[config.mk]
export PLATFORM = sky130hd
export DESIGN_NAME = hova_frame_rx_flat
export DESIGN_NICKNAME = d
export VERILOG_FILES = /design/src/rtl/hova_frame_pkg.sv /design/src/rtl/hova_frame_if.sv /design/src/rtl/hova_sync_edge.sv /design/src/rtl/hova_frame_rx.sv /design/src/flat_wrapper.sv
export SDC_FILE = /design/constraint.sdc
export NUM_CORES = 1
export LEC_CHECK = 0
export ABC_AREA = 1
export ABC_CLOCK_PERIOD_IN_PS = 6200
export BUFFER_PORTS_ARGS = -buffer_cell sky130_fd_sc_hd__buf_4
export CORE_MARGIN = 2
export CORE_UTILIZATION = 25
export CTS_BUF_LIST = sky130_fd_sc_hd__clkbuf_16
export DETAILED_ROUTE_END_ITERATION = 8
export PLACE_DENSITY = 0.48
export SYNTH_ARGS = -nofsm -noshare
export SYNTH_HDL_FRONTEND = slang
export SYNTH_SLANG_ARGS = --single-unit
[constraint.sdc]
create_clock -name clk12MHz -period 6.2 [get_ports clk12MHz]
set_input_delay 0.31 -clock clk12MHz [delete_from_list [all_inputs] [get_ports clk12MHz]]
set_output_delay 0.31 -clock clk12MHz [all_outputs]
set_load 0.02 [all_outputs]
[src/rtl/hova_frame_pkg.sv]
// -----------------------------------------------------------------------------
// hova_frame_pkg
// Shared constants and types for the Hovalaag frame receiver.
//   NUM_STAGES        frame length in slow_clk periods
//   CHUNK_W           width of one host instruction chunk
//   INSTR_W           width of the reassembled instruction
//   PC_STAGE          stage during which the return bus carries pc_next
//   OUT_STAGE         stage during which the return bus carries out_val
//   LAST_CHUNK_STAGE  stage whose capture completes the instruction
//   TAIL_W            instruction bits carried by the last chunk
//   GLITCH_MIN        minimum legal slow_clk high/low time in clk12MHz cycles
// -----------------------------------------------------------------------------
package hova_frame_pkg;

   localparam int NUM_STAGES       = 10;
   localparam int CHUNK_W          = 6;
   localparam int INSTR_W          = 32;
   localparam int PC_STAGE         = 7;
   localparam int OUT_STAGE        = 0;
   localparam int LAST_CHUNK_STAGE = 5;
   localparam int TAIL_W           = INSTR_W - LAST_CHUNK_STAGE * CHUNK_W;
   localparam int BUS_W            = 8;
   localparam int GLITCH_MIN       = 4;

   typedef logic [3:0] stage_t;

   // Frame stage successor: wraps from n-1 back to 0, like the host sequencer.
   function automatic stage_t stage_inc(input stage_t s, input int n);
      return (s == stage_t'(n - 1)) ? stage_t'(0) : s + stage_t'(1);
   endfunction

endpackage

[src/rtl/hova_frame_if.sv]
// -----------------------------------------------------------------------------
// hova_frame_if
// Bundles the frame pins from the host, the core-side return values and the
// receiver's results.
//   master : host/core side  (drives slow_clk, host_rst_n, chunk_in,
//                             pc_next, out_val; observes the results)
//   slave  : hova_frame_rx   (drives instr, instr_valid, stage, bus_out
//                             and, with HOVA_FRAME_CHECK_EN, frame_err)
// Optional macro: HOVA_FRAME_CHECK_EN adds the frame_err signal.
// -----------------------------------------------------------------------------
interface hova_frame_if;
   import hova_frame_pkg::*;

   logic               slow_clk;
   logic               host_rst_n;
   logic [CHUNK_W-1:0] chunk_in;
   logic [BUS_W-1:0]   pc_next;
   logic [BUS_W-1:0]   out_val;
   logic [INSTR_W-1:0] instr;
   logic               instr_valid;
   stage_t             stage;
   logic [BUS_W-1:0]   bus_out;

`ifdef HOVA_FRAME_CHECK_EN
   logic               frame_err;

   modport master (
      output slow_clk, host_rst_n, chunk_in, pc_next, out_val,
      input  instr, instr_valid, stage, bus_out, frame_err
   );
   modport slave (
      input  slow_clk, host_rst_n, chunk_in, pc_next, out_val,
      output instr, instr_valid, stage, bus_out, frame_err
   );
`else
   modport master (
      output slow_clk, host_rst_n, chunk_in, pc_next, out_val,
      input  instr, instr_valid, stage, bus_out
   );
   modport slave (
      input  slow_clk, host_rst_n, chunk_in, pc_next, out_val,
      output instr, instr_valid, stage, bus_out
   );
`endif

endinterface

[src/rtl/hova_sync_edge.sv]
// -----------------------------------------------------------------------------
// hova_sync_edge
// Synchronises a bundle of asynchronous inputs through one shared
// SYNC_STAGES-deep flop chain (so every bit of the bundle is sampled on the
// same clock) and derives rise/fall strobes from bundle bit 0.
//   clk      in   system clock
//   rst      in   asynchronous active-high reset (clears all flops)
//   i_async  in   W-bit asynchronous bundle, bit 0 is the strobe source
//   o_sync   out  synchronised bundle
//   o_rise   out  one-cycle strobe on a 0->1 of synchronised bit 0
//   o_fall   out  one-cycle strobe on a 1->0 of synchronised bit 0
// SYNC_STAGES must be at least 2.
// -----------------------------------------------------------------------------
module hova_sync_edge #(
   parameter int SYNC_STAGES = 2,
   parameter int W           = 8
)(
   input  logic         clk,
   input  logic         rst,
   input  logic [W-1:0] i_async,
   output logic [W-1:0] o_sync,
   output logic         o_rise,
   output logic         o_fall
);
   import hova_frame_pkg::*;

   logic [SYNC_STAGES-1:0][W-1:0] r_chain;
   logic                          r_prev;

   always_ff @(posedge clk or posedge rst) begin
      if (rst) begin
         r_chain <= '0;
         r_prev  <= 1'b0;
      end else begin
         r_chain <= {r_chain[SYNC_STAGES-2:0], i_async};
         r_prev  <= r_chain[SYNC_STAGES-1][0];
      end
   end

   assign o_sync = r_chain[SYNC_STAGES-1];
   assign o_rise =  o_sync[0] & ~r_prev;
   assign o_fall = ~o_sync[0] &  r_prev;

endmodule

[src/rtl/hova_frame_rx.sv]
// -----------------------------------------------------------------------------
// hova_frame_rx
// Target-side endpoint of the Hovalaag staged I/O frame. Oversamples the host
// slow clock, tracks the frame stage, reassembles the 32-bit instruction from
// six chunks and drives the return bus at the stages the host samples it.
//   clk12MHz  in   system clock
//   reset     in   asynchronous active-high reset
//   frm       slave modport of hova_frame_if:
//     slow_clk/host_rst_n/chunk_in   host frame pins (asynchronous)
//     pc_next/out_val                core values returned to the host
//     instr/instr_valid              last complete instruction + update pulse
//     stage                          current frame stage
//     bus_out                        return bus (io_out)
//     frame_err                      sticky protocol error (checker only)
// Optional macro: HOVA_FRAME_CHECK_EN enables the protocol checker and
// frame_err; without it the checker logic is absent.
// -----------------------------------------------------------------------------
module hova_frame_rx #(
   parameter int SYNC_STAGES = 2,
   parameter int NUM_STAGES  = hova_frame_pkg::NUM_STAGES,
   parameter int PC_STAGE    = hova_frame_pkg::PC_STAGE,
   parameter int OUT_STAGE   = hova_frame_pkg::OUT_STAGE
)(
   input  logic        clk12MHz,
   input  logic        reset,
   hova_frame_if.slave frm
);
   import hova_frame_pkg::*;

   localparam int BUNDLE_W = CHUNK_W + 2;

   logic [BUNDLE_W-1:0] w_raw;
   logic [BUNDLE_W-1:0] w_sync;
   logic                w_rise;
   logic                w_fall;
   logic                w_host_rst_n;
   logic [CHUNK_W-1:0]  w_chunk;
   stage_t              w_next_stage;
   logic [BUS_W-1:0]    w_bus_next;
   logic                w_unused;

   stage_t              r_stage;
   logic [INSTR_W-1:0]  r_asm;
   logic                r_done;
   logic [INSTR_W-1:0]  r_instr;
   logic                r_instr_valid;
   logic [BUS_W-1:0]    r_bus_out;

   // Chunk and host reset share the slow_clk chain so the data seen with a
   // rise strobe is the data that was on the pins at that same sample.
   assign w_raw = {frm.chunk_in, frm.host_rst_n, frm.slow_clk};

   hova_sync_edge #(
      .SYNC_STAGES (SYNC_STAGES),
      .W           (BUNDLE_W)
   ) u_sync_edge (
      .clk     (clk12MHz),
      .rst     (reset),
      .i_async (w_raw),
      .o_sync  (w_sync),
      .o_rise  (w_rise),
      .o_fall  (w_fall)
   );

   assign w_host_rst_n = w_sync[1];
   assign w_chunk      = w_sync[BUNDLE_W-1:2];
   assign w_next_stage = stage_inc(r_stage, NUM_STAGES);

   // Level of slow_clk itself is only needed through the strobes.
   assign w_unused = ^{w_fall, w_sync[0]};

   // Return bus value for the stage being entered.
   always_comb begin
      w_bus_next = '0;
      if (w_next_stage == stage_t'(PC_STAGE)) begin
         w_bus_next = frm.pc_next;
      end else if (w_next_stage == stage_t'(OUT_STAGE)) begin
         w_bus_next = frm.out_val;
      end
   end

   always_ff @(posedge clk12MHz or posedge reset) begin
      if (reset) begin
         r_stage       <= '0;
         r_asm         <= '0;
         r_done        <= 1'b0;
         r_instr       <= '0;
         r_instr_valid <= 1'b0;
         r_bus_out     <= '0;
      end else begin
         // Completion is flagged on the last capture; the full word moves to
         // instr one cycle later together with the valid pulse.
         r_instr_valid <= r_done;
         r_done        <= 1'b0;
         if (r_done) begin
            r_instr <= r_asm;
         end

         if (!w_host_rst_n) begin
            // Host reset wins over a coincident rise.
            r_stage <= '0;
            r_asm   <= '0;
         end else if (w_rise) begin
            r_stage   <= w_next_stage;
            r_bus_out <= w_bus_next;
            for (int k = 0; k < LAST_CHUNK_STAGE; k++) begin
               if (r_stage == stage_t'(k)) begin
                  r_asm[k*CHUNK_W +: CHUNK_W] <= w_chunk;
               end
            end
            // The last chunk carries only the top TAIL_W bits.
            if (r_stage == stage_t'(LAST_CHUNK_STAGE)) begin
               r_asm[INSTR_W-1 -: TAIL_W] <= w_chunk[TAIL_W-1:0];
               r_done                     <= 1'b1;
            end
         end
      end
   end

   assign frm.instr       = r_instr;
   assign frm.instr_valid = r_instr_valid;
   assign frm.stage       = r_stage;
   assign frm.bus_out     = r_bus_out;

`ifdef HOVA_FRAME_CHECK_EN
   logic       r_frame_err;
   logic [2:0] r_lvl_cnt;
   logic       r_armed;

   // r_lvl_cnt holds how many cycles synced slow_clk has kept its current
   // level (saturating). The first edge after reset only arms the check,
   // since the level before it has no known start.
   always_ff @(posedge clk12MHz or posedge reset) begin
      if (reset) begin
         r_frame_err <= 1'b0;
         r_lvl_cnt   <= '0;
         r_armed     <= 1'b0;
      end else begin
         if (w_rise || w_fall) begin
            r_lvl_cnt <= 3'd1;
            r_armed   <= 1'b1;
            if (r_armed && (r_lvl_cnt < 3'(GLITCH_MIN))) begin
               r_frame_err <= 1'b1;
            end
         end else if (r_lvl_cnt != 3'd7) begin
            r_lvl_cnt <= r_lvl_cnt + 3'd1;
         end

         if (w_host_rst_n && w_rise) begin
            if ((r_stage == stage_t'(LAST_CHUNK_STAGE)) &&
                (w_chunk[CHUNK_W-1:TAIL_W] != '0)) begin
               r_frame_err <= 1'b1;
            end
            if ((r_stage > stage_t'(LAST_CHUNK_STAGE)) && (w_chunk != '0)) begin
               r_frame_err <= 1'b1;
            end
         end
      end
   end

   assign frm.frame_err = r_frame_err;
`endif

endmodule

[src/flat_wrapper.sv]
// flat-port wrapper written by rule: the top's interface ports become plain ports
module hova_frame_rx_flat import hova_frame_pkg::*;
#(
   parameter int SYNC_STAGES = 2,
   parameter int NUM_STAGES  = hova_frame_pkg::NUM_STAGES,
   parameter int PC_STAGE    = hova_frame_pkg::PC_STAGE,
   parameter int OUT_STAGE   = hova_frame_pkg::OUT_STAGE
)
  (clk12MHz, reset, frm_slow_clk, frm_host_rst_n, frm_chunk_in, frm_pc_next, frm_out_val, frm_instr, frm_instr_valid, frm_stage, frm_bus_out);
  hova_frame_if frm_i ();
  input  logic clk12MHz;
  input  logic reset;
  input wire logic [$bits(frm_i.slow_clk)-1:0] frm_slow_clk;
  input wire logic [$bits(frm_i.host_rst_n)-1:0] frm_host_rst_n;
  input wire logic [$bits(frm_i.chunk_in)-1:0] frm_chunk_in;
  input wire logic [$bits(frm_i.pc_next)-1:0] frm_pc_next;
  input wire logic [$bits(frm_i.out_val)-1:0] frm_out_val;
  output wire logic [$bits(frm_i.instr)-1:0] frm_instr;
  output wire logic [$bits(frm_i.instr_valid)-1:0] frm_instr_valid;
  output wire logic [$bits(frm_i.stage)-1:0] frm_stage;
  output wire logic [$bits(frm_i.bus_out)-1:0] frm_bus_out;
  assign frm_i.slow_clk = frm_slow_clk;
  assign frm_i.host_rst_n = frm_host_rst_n;
  assign frm_i.chunk_in = frm_chunk_in;
  assign frm_i.pc_next = frm_pc_next;
  assign frm_i.out_val = frm_out_val;
  assign frm_instr = frm_i.instr;
  assign frm_instr_valid = frm_i.instr_valid;
  assign frm_stage = frm_i.stage;
  assign frm_bus_out = frm_i.bus_out;
  hova_frame_rx #(.SYNC_STAGES(SYNC_STAGES), .NUM_STAGES(NUM_STAGES), .PC_STAGE(PC_STAGE), .OUT_STAGE(OUT_STAGE)) u_core (.clk12MHz(clk12MHz), .reset(reset), .frm(frm_i));
endmodule
; ---- Yosys cells after proc, flatten, opt, wreduce, memory -nomap -nowiden
; Cells that the tools add are included.
; Widths: inputs -> output; s select.
[word_totals]
reg_bits = 95
inputBits = 26
elab_cells = 56
[op_classes]
add_sub_neg = 1
eq_ne = 14
muxes = 16
bitwise_logic = 2
reduce_logical = 9
[op_table]
columns = cell, n
row1 = $mux 32, 2
row2 = $mux 6, 5
row3 = $mux 8, 2
row4 = $reduce_and 2->1, 7
row5 = $eq 4x3->1 const B, 3
row6 = $mux 4, 3
row7 = $ne 2x1->1 const B, 6
row8 = $eq 4x2->1 const B, 2
row9 = $logic_not 4->1, 2
row10 = $add 4x1->4 const B, 1
row11 = $eq 4x1->1 const B, 1
row12 = $eq 4x4->1 const B, 1
row13 = $mux 1, 3
row14 = $mux 2, 1
row15 = $ne 2x2->1 const B, 1
row16 = $and 1x1->1, 1
row17 = $not 1->1, 1

; ---- Longest topological paths before layout
; Gate-level depths: netlist of run 1.
[depth]
word_depth = 5
ltp_mapped = 7
depth_no_buf = 7

; ---- Hierarchy
; A second synthesis of run 1 with hierarchy kept.
[unflattened]
hier_cells = 361
area_unflattened_um2 = 3713.6
[by_module_without_submodules]
columns = mod, n_inst, cells_each, area_per_inst_um2, seq_area_each_um2
row1 = hova_frame_rx, 1, 331, 3209.3, 1951.9
row2 = hova_sync_edge, 1, 30, 504.2, 425.4

; ---- Worst setup path before layout of run 1
; Ideal clock, no wire load.
[synth_timing]
kind = reg2reg
startpoint = register u_core.r_stage[2], in the netlist u_core.frm.stage[2]
endpoint = register u_core.r_asm[1]
setup_ns = 0.120
t_arrival_ns = 1.102
required_time_ns = 6.080
path_slack_ns = 4.977
path_stages_with_launch = 8
n_path_buf = 1
synth_period_minus_slack_ns = 1.223
path_cell_list = dfrtp_1 nor2_4 nand2_1 nand2_1 nand2_2 buf_6 nand2_1 o21ai_2
[synth_via]
elab_chain_len = 3
[synth_rtl]
columns = item, line_no
row1 = start: declaration, hova_frame_rx.sv:42  ; stage_t r_stage;
row2 = start signal: assignment, hova_frame_rx.sv:104  ; r_stage <= w_next_stage;
row3 = $logic_not 4->1, hova_frame_rx.sv:107  ; if (r_stage == stage_t'(k)) begin
row4 = $ne 2x1->1 (no line), n/a
row5 = $reduce_and 2->1 (no line), n/a
row6 = end signal: indexed assignment, hova_frame_rx.sv:108  ; r_asm[k*CHUNK_W +: CHUNK_W] <= w_chunk;
row7 = end signal: indexed assignment, hova_frame_rx.sv:113  ; r_asm[INSTR_W-1 -: TAIL_W] <= w_chunk[TAIL_W-1:0];
row8 = end: declaration, hova_frame_rx.sv:43  ; logic [INSTR_W-1:0] r_asm;
; No other way between the ends.
; A chain may end at the register's enable or synchronous reset.

; ---- Final worst setup path of run 1
[layout_timing]
startpoint = register u_core.u_sync_edge.r_chain, in the netlist u_core.u_sync_edge.o_sync[1]
endpoint = register u_core.r_bus_out[1], in the netlist u_core.frm.bus_out[1]
[layout_via]
elab_chain_len = 1
[layout_rtl]
columns = item, line_no
row1 = start: declaration, hova_sync_edge.sv:27  ; logic [SYNC_STAGES-1:0][W-1:0] r_chain;
row2 = start signal: assignment, hova_sync_edge.sv:35  ; r_chain <= {r_chain[SYNC_STAGES-2:0], i_async};
row3 = $reduce_and 2->1 (no line), n/a
row4 = end signal: assignment, hova_frame_rx.sv:105  ; r_bus_out <= w_bus_next;
row5 = end: declaration, hova_frame_rx.sv:47  ; logic [BUS_W-1:0] r_bus_out;
; No other way between the ends.

==> results of run 1 <==
==> cell families after synthesis <==
family | count (synthesis) | share of synthesized area [%]
AO/OA/AOI/OAI | 31 | 4.95
multiplexers | 32 | 9.90
flip-flops | 95 | 65.3
buffers and inverters | 25 | 3.68
AND/OR/NAND/NOR | 130 | 16.2
==> through the flow <==
stage / cell area [um^2] / instances / utilization, %
final: 4600 / 571 / 32.0
after global routing: 4600 / 571 / 32.0
after CTS: 4600 / 571 / 32.0
after detailed placement: 4320 / 556 / 30.1
after global placement: 4320 / 556 / 30.1
after floorplan: 3640 / 313 / -
==> state kept, by name, summed over array words and instances, names as in the netlist <==
signal and count:
u_core.frm.instr 32, u_core.r_asm 32, u_core.frm.bus_out 8, u_core.u_sync_edge.o_sync 8, u_core.u_sync_edge.r_chain 8, u_core.frm.stage 4, u_core.frm.instr_valid 1, u_core.r_done 1
u_core.u_sync_edge.r_prev 1
==> metal layers <==
layer	vias up	part of all wire, %
li1	1174	-
met1	1138	47
met2	68	45
met3	11	5.8
met4	0	2.0
met5	-	0
==> worst max-delay path: stages, from the launching register on <==
cell	delay (ns)
dfrtp_1	1.08
inv_2	0.16
nor2_2	0.44
inv_2	0.18
nand2_1	0.10
nand2_1	0.05
==> power breakdown <==
group	internal, uW	switching (uW)
sequential	631	10.5
clock	306	221
combinational	17.6	31.7
==> synth_stat cells, types with 2 or more instances <==
| cell | instances | area, um^2 |
|---|---|---|
| o22ai_1 | 2 | 12.5 |
| inv_1 | 7 | 26.3 |
| o21ai_2 | 6 | 52.6 |
| nand2_1 | 78 | 293 |
| nor2_1 | 4 | 15.0 |
| mux2_1 | 2 | 22.5 |
| clkbuf_1 | 2 | 7.51 |
| nand3_1 | 37 | 185 |
| mux2_2 | 30 | 338 |
| o21ai_1 | 10 | 50.1 |
| nor2_4 | 4 | 45.0 |
| dfrtp_1 | 95 | 2380 |
| nand3_2 | 2 | 20.0 |
| buf_6 | 2 | 22.5 |
| nand2_2 | 4 | 25.0 |
| buf_4 | 6 | 45.0 |
| o21ai_0 | 12 | 60.1 |
| inv_2 | 4 | 15.0 |
| buf_2 | 2 | 10.0 |
==> layout make-up <==
| cell class | count | area [um^2] | share of cell area (%) |
|---|---|---|---|
| tap | 184 | 230 | 5.00 |
| inverter | 12 | 46.3 | 1.01 |
| multi-input combinational | 193 | 1130 | 24.5 |
| timing repair buffer | 72 | 541 | 11.7 |
| clock buffer | 9 | 225 | 4.89 |
| clock inverter | 6 | 55.1 | 1.20 |
| sequential | 95 | 2380 | 51.6 |
==> final timing paths <==
check,startpoint,endpoint,slack [ns],cells past startpoint
hold reg to reg,u_core.u_sync_edge.r_chain[6]$_DFF_PP0_,u_core.u_sync_edge.o_sync[6]$_DFF_PP0_,0.35,0
setup / recovery,u_core.u_sync_edge.o_sync[1]$_DFF_PP0_,u_core.frm.bus_out[1]$_DFFE_PP0P_,4.07,5
setup reg to reg,u_core.u_sync_edge.o_sync[1]$_DFF_PP0_,u_core.frm.bus_out[1]$_DFFE_PP0P_,4.07,5
min in group asynchronous,reset,u_core.u_sync_edge.r_chain[3]$_DFF_PP0_,0.10,2
max in group asynchronous,reset,u_core.frm.instr[18]$_DFFE_PP0P_,5.00,3
hold / removal,frm_slow_clk,u_core.u_sync_edge.r_chain[0]$_DFF_PP0_,0.07,1
==> impl_summary.txt, run 1 <==
----------------------------------------------------
[Timing]
  Unrepaired setup endpoints after global routing ... no
  Total negative slack ... 0 ns
  Min Clock Period, post-route ... around 2.1 ns
  Relative max-transition margin ... between 20% and 30%
  Final count of pins violating max slew ... 0
  Total setup violations reported at the end of the flow ... 0
  Final Hold Vio Count ... 0
  Share of the clock period used by the worst path after layout ... between 30% and 40%
  Final worst setup slack ... about 4.1 ns
  Worst Tran Pin Value ... approximately 1.1 ns
  Fin Clk Skew ... about 0.011 ns
  Hold_ws ... 0.0713 ns
  Max Clock Freq ... around 0.47 GHz

[Power]
  Peak ir drop on the vdd network ... between 0.1 and 0.15 mV
  Cell leakage power ... between 0.002 and 0.0025 uW
  Overall power after layout ... roughly 1200 uW
  Pwr/cell area ... approximately 260 nW/um^2

[Clocking]
  Clock latency at the later pin of the worst-skew pair ... 0.34 ns
  Library cell used as clock root buffer ... clkbuf_16
  Clock-pin slew of the registers on the worst-case setup and hold paths ... roughly 0.070 ns
  TritonCTS clock tree ... done
  Number of hold buffers added after CTS ... 0
  Max H-tree Level ... 3
  Post-CTS setup buffer count ... 0
  Number of buffers added by the clock tree synthesis step ... 9
  Total of cells resized after clock tree synthesis ... 0
  Max Root-Sink Buffers ... 2
  Clock Sinks ... between 90 and 100

[Placed design]
  I/O Buffers ... 70
  HPWL reported at the end of detailed placement ... approximately 5500 um
  Final GP Congestion ... ~0.75
  Setup WS pre-CTS ... between 4 and 5 ns

[Synth]
  Mapped Area ... 3640 um^2
  Number of warnings issued by yosys ... 0
  EDFF count, synth ... 0
  Average cell area after synthesis ... ~12 um^2
  Post-Synthesis Cells ... between 300 and 400
  Sequential element share of the synthesized area ... 65.3%
  Commonest register cell after synthesis ... dfrtp_1
  Number of distinct library cells after synthesis ... 23
  Synthesized netlist net count ... around 340
  Fraction of synthesis flops using an asynchronous set or reset pin ... 100%
  FF+latch count, synth ... 95

[Global routing]
  Total overflow reported by the global router ... 0
  Overall fraction of global-route tracks in use ... about a tenth
  Antenna violations before repair ... 0
  Global-route wire length before repair ... 13,000 um
  Most used routing layer in global routing ... met2
  Met2 layer usage reported by global route ... between 10% and 20%
  Met3 global-route usage ... ~3.0%
  Largest net degree at the start of global routing ... about 50
  Vias in the first global route ... around 2,400
  GRT met1 Usage ... 14.1%

[Route]
  Routed via count ... between 2,000 and 2,500
  Sum of routed wire length over all layers ... 7670 um
  Count of unresolved DRC violations after routing ... 0
  Routed length per placed instance ... about 13 um
  Number of optimization iterations in the first detailed-route pass ... 4
  Via density per instance ... 4.19
  First DRT Iteration DRCs ... about 130
  Post-DRT Antenna Nets ... 0

[Die]
  Ports ... just over 70
  # rows ... between 40 and 50
  Die boundary height ... between 100 and 150 um
  Chip Width ... 125 um
  Die area ... 15,500 um^2
  Starting density of the core ... 25.3%
  Core outline area ... approximately 14,000 um^2

[Final layout]
  Total Nets Final ... 409
  Fill cell instance count of the final layout ... about 1,500
  Layout overhead on the synthesized area ... 26.5%
  Share of final-layout standard cells stronger than drive strength 1 ... roughly a third
  Antenna Cells ... 0
  Most frequent standard cell in the layout excluding fill and tap cells ... dfrtp_1
  Leading cell types in the layout, fill and taps excluded ... 95 x dfrtp_1, 78 x nand2_1, 72 x buf_4

[Setup path]
  Critical path endpoint category ... register
  CP Class ... register to register
  Critical path peak fanout ... 35
  Req. time, crit path ... around 6.4 ns
  Worst endpoint data arrival time ... 2.37 ns
  Startpoint type of the worst setup path ... register

[Status]
  Outcome ... finished clean

[Flow run]
  Max-cap viol count ... 0

[Hold path]
  Worst hold-check path type ... input port to register

----------------------------------------------------
Note: power is estimated with default switching activity, not from simulation.
==> inputs of run 2 (changes only) <==
--- a/config.mk
+++ b/config.mk
@@ -6,7 +6,7 @@
 export NUM_CORES = 1
 export LEC_CHECK = 0
 export ABC_AREA = 1
-export ABC_CLOCK_PERIOD_IN_PS = 6200
+export ABC_CLOCK_PERIOD_IN_PS = 2040
 export BUFFER_PORTS_ARGS = -buffer_cell sky130_fd_sc_hd__buf_4
 export CORE_MARGIN = 2
 export CORE_UTILIZATION = 25
==> constraint.sdc (replaced) <==
create_clock -name clk12MHz -period 2.04 [get_ports clk12MHz]
set_input_delay 0.102 -clock clk12MHz [delete_from_list [all_inputs] [get_ports clk12MHz]]
set_output_delay 0.102 -clock clk12MHz [all_outputs]
set_load 0.02 [all_outputs]
==> run 2 against run 1 <==
Compared with the run above: count of clock-buffer cells in the layout did not move; die area did not move; final area rose by 3.8%; critical path type unchanged; total power rose to 3.1 times the previous value; hold slack got worse by 0.025 ns; sequential cell count did not move; register-to-register slack got worse by 3.4 ns; core utilization rose by 1.2 points; via count rose by 2.0%; clock skew fell by 0.0035 ns; clock power rose to 3.1 times the previous value; non-clock buffer count rose by 14.
==> impl_summary.txt, run 2 (synthesized netlist as in run 1, its figures left out) <==
----------------------------------------------------
[Timing]
  Share of the clock period used by the worst path after layout ... between 60% and 70%
  Unrepaired setup endpoints after global routing ... no
  Total setup violations reported at the end of the flow ... 0
  Final Hold Vio Count ... 0
  Total negative slack ... 0 ns
  Worst Tran Pin Value ... roughly 0.63 ns
  Max Clock Freq ... 0.709 GHz
  Fin Clk Skew ... 0.00730 ns
  Final count of pins violating max slew ... 0
  Relative max-transition margin ... 57.6%
  Hold_ws ... 0.0462 ns
  Min Clock Period, post-route ... 1.41 ns

[Status]
  Outcome ... finished clean

[Hold path]
  Worst hold-check path type ... input port to register
  Worst hold path stage count ... 5

[Die]
  # rows ... 44
  Die area ... between 15,000 and 20,000 um^2
  Chip Width ... 125 um
  Starting density of the core ... between 20% and 30%
  Ports ... between 70 and 80
  Core outline area ... about 14,000 um^2
  Die boundary height ... roughly 120 um

[Clocking]
  Max Root-Sink Buffers ... 2
  Post-CTS setup buffer count ... 0
  Library cell used as clock root buffer ... clkbuf_16
  Number of hold buffers added after CTS ... 9
  TritonCTS clock tree ... done
  Clock latency at the later pin of the worst-skew pair ... 0.35 ns
  Number of buffers added by the clock tree synthesis step ... 9
  Total of cells resized after clock tree synthesis ... 0
  Clock-pin slew of the registers on the worst-case setup and hold paths ... 0.07 ns
  Max H-tree Level ... 3
  Clock Sinks ... 95

[Global routing]
  Global-route wire length before repair ... roughly 13,000 um
  Vias in the first global route ... approximately 2,500
  Antenna violations before repair ... 0
  Total overflow reported by the global router ... 0
  Overall fraction of global-route tracks in use ... between 10 and 15%
  Largest net degree at the start of global routing ... 31

[Route]
  Sum of routed wire length over all layers ... approximately 8000 um
  Number of optimization iterations in the first detailed-route pass ... 4
  Count of unresolved DRC violations after routing ... 0
  Post-DRT Antenna Nets ... 0
  First DRT Iteration DRCs ... around 110
  Routed length per placed instance ... between 10 and 15 um
  Routed via count ... about 2,400
  Via density per instance ... about 4.2

[Final layout]
  Most frequent standard cell in the layout excluding fill and tap cells ... dfrtp_1
  Fill cell instance count of the final layout ... ~1,400
  Area occupied by registers ... about 2400 um^2
  Area of the multi-input gates ... 1130 um^2
  Layout overhead on the synthesized area ... 31.3%
  Total Nets Final ... about 420
  Final cell area excluding filler cells ... roughly 4800 um^2
  Share of final-layout standard cells stronger than drive strength 1 ... between 30% and 40%
  Antenna Cells ... 0
  Leading cell types in the layout, fill and taps excluded ... 95 x dfrtp_1, 78 x nand2_1, 74 x buf_4

[Setup path]
  Startpoint type of the worst setup path ... register
  Reg2Reg Depth ... 2
  CP Class ... register to register
  Req. time, crit path ... about 2.3 ns
  Worst endpoint data arrival time ... ~1.6 ns
  Critical path peak fanout ... 10
  Critical path endpoint category ... register
  R2R setup slack ... roughly 0.63 ns

[Power]
  Cell leakage power ... roughly 0.0024 uW
  Overall power after layout ... roughly 3800 uW
  Peak ir drop on the vdd network ... 0.389 mV
  Pwr/cell area ... 788 nW/um^2

[Placed design]
  I/O Buffers ... 70
  Dpl cell area ... roughly 4400 um^2
  Final GP Congestion ... 0.740
  HPWL reported at the end of detailed placement ... between 5000 and 6000 um

[Flow run]
  Max-cap viol count ... 0

----------------------------------------------------
run 2: cell types whose count changed in the layout (fill, tap and decap cells not counted):
| cell | change |
|---|---|
| dlygate4sd3_1 | +9 |
| buf_12 | +3 |
| buf_4 | +2 |
| clkinvlp_4 | +2 |
| clkinv_1 | -1 |
| clkinv_2 | -1 |
| clkinv_4 | +1 |
| inv_1 | -1 |
run 2: layer usage:
layer  routed length [um]  track usage (%)
met1                 3800             14.3
met2                 3730             17.1
met4                   65             3.77
met3                  427             4.17
met5                    0                0
run 2: power breakdown:
group          switching, uW  internal [uW]
clock                    697            940
combinational            114           75.1
sequential              22.0           1920
run 2: final cells by class:
class                           count  share of cell area (%)
Timing Repair Buffer               86                    14.8
Clock inverter                      6                    1.33
Sequential cell                    95                    49.7
Inverter                           12                    1.02
Tap cell                          184                    4.82
Clock buffer                        9                    4.71
Multi-Input combinational cell    193                    23.6
run 2: per-stage QoR:
step / utilization [%] / instances / worst slack [ns]
final: 33.3 / 585 / 0.629
after global routing: 33.3 / 585 / 0.468
after CTS: 33.3 / 585 / 0.601
after detailed placement: 30.6 / 561 / 0.628
after global placement: 30.6 / 561 / 0.607
after floorplan: - / 313 / 0.817
run 2: worst max-delay path, cell delays in order, from the launching register on:
cell and delay (ns):
dfrtp_1 0.66, buf_4 0.28, mux2_2 0.35
run 2: final timing paths:
| kind | start | to |
|---|---|---|
| max reg2reg | u_core.r_done$_DFF_PP0_ | u_core.frm.instr[5]$_DFFE_PP0P_ |
| min reg2reg | u_core.u_sync_edge.r_chain[4]$_DFF_PP0_ | u_core.u_sync_edge.o_sync[4]$_DFF_PP0_ |
| min | frm_pc_next[7] | u_core.frm.bus_out[7]$_DFFE_PP0P_ |
| max in group asynchronous | reset | u_core.u_sync_edge.r_chain[4]$_DFF_PP0_ |
| min in group asynchronous | reset | u_core.u_sync_edge.r_chain[3]$_DFF_PP0_ |
| max | u_core.r_done$_DFF_PP0_ | u_core.frm.instr[5]$_DFFE_PP0P_ |
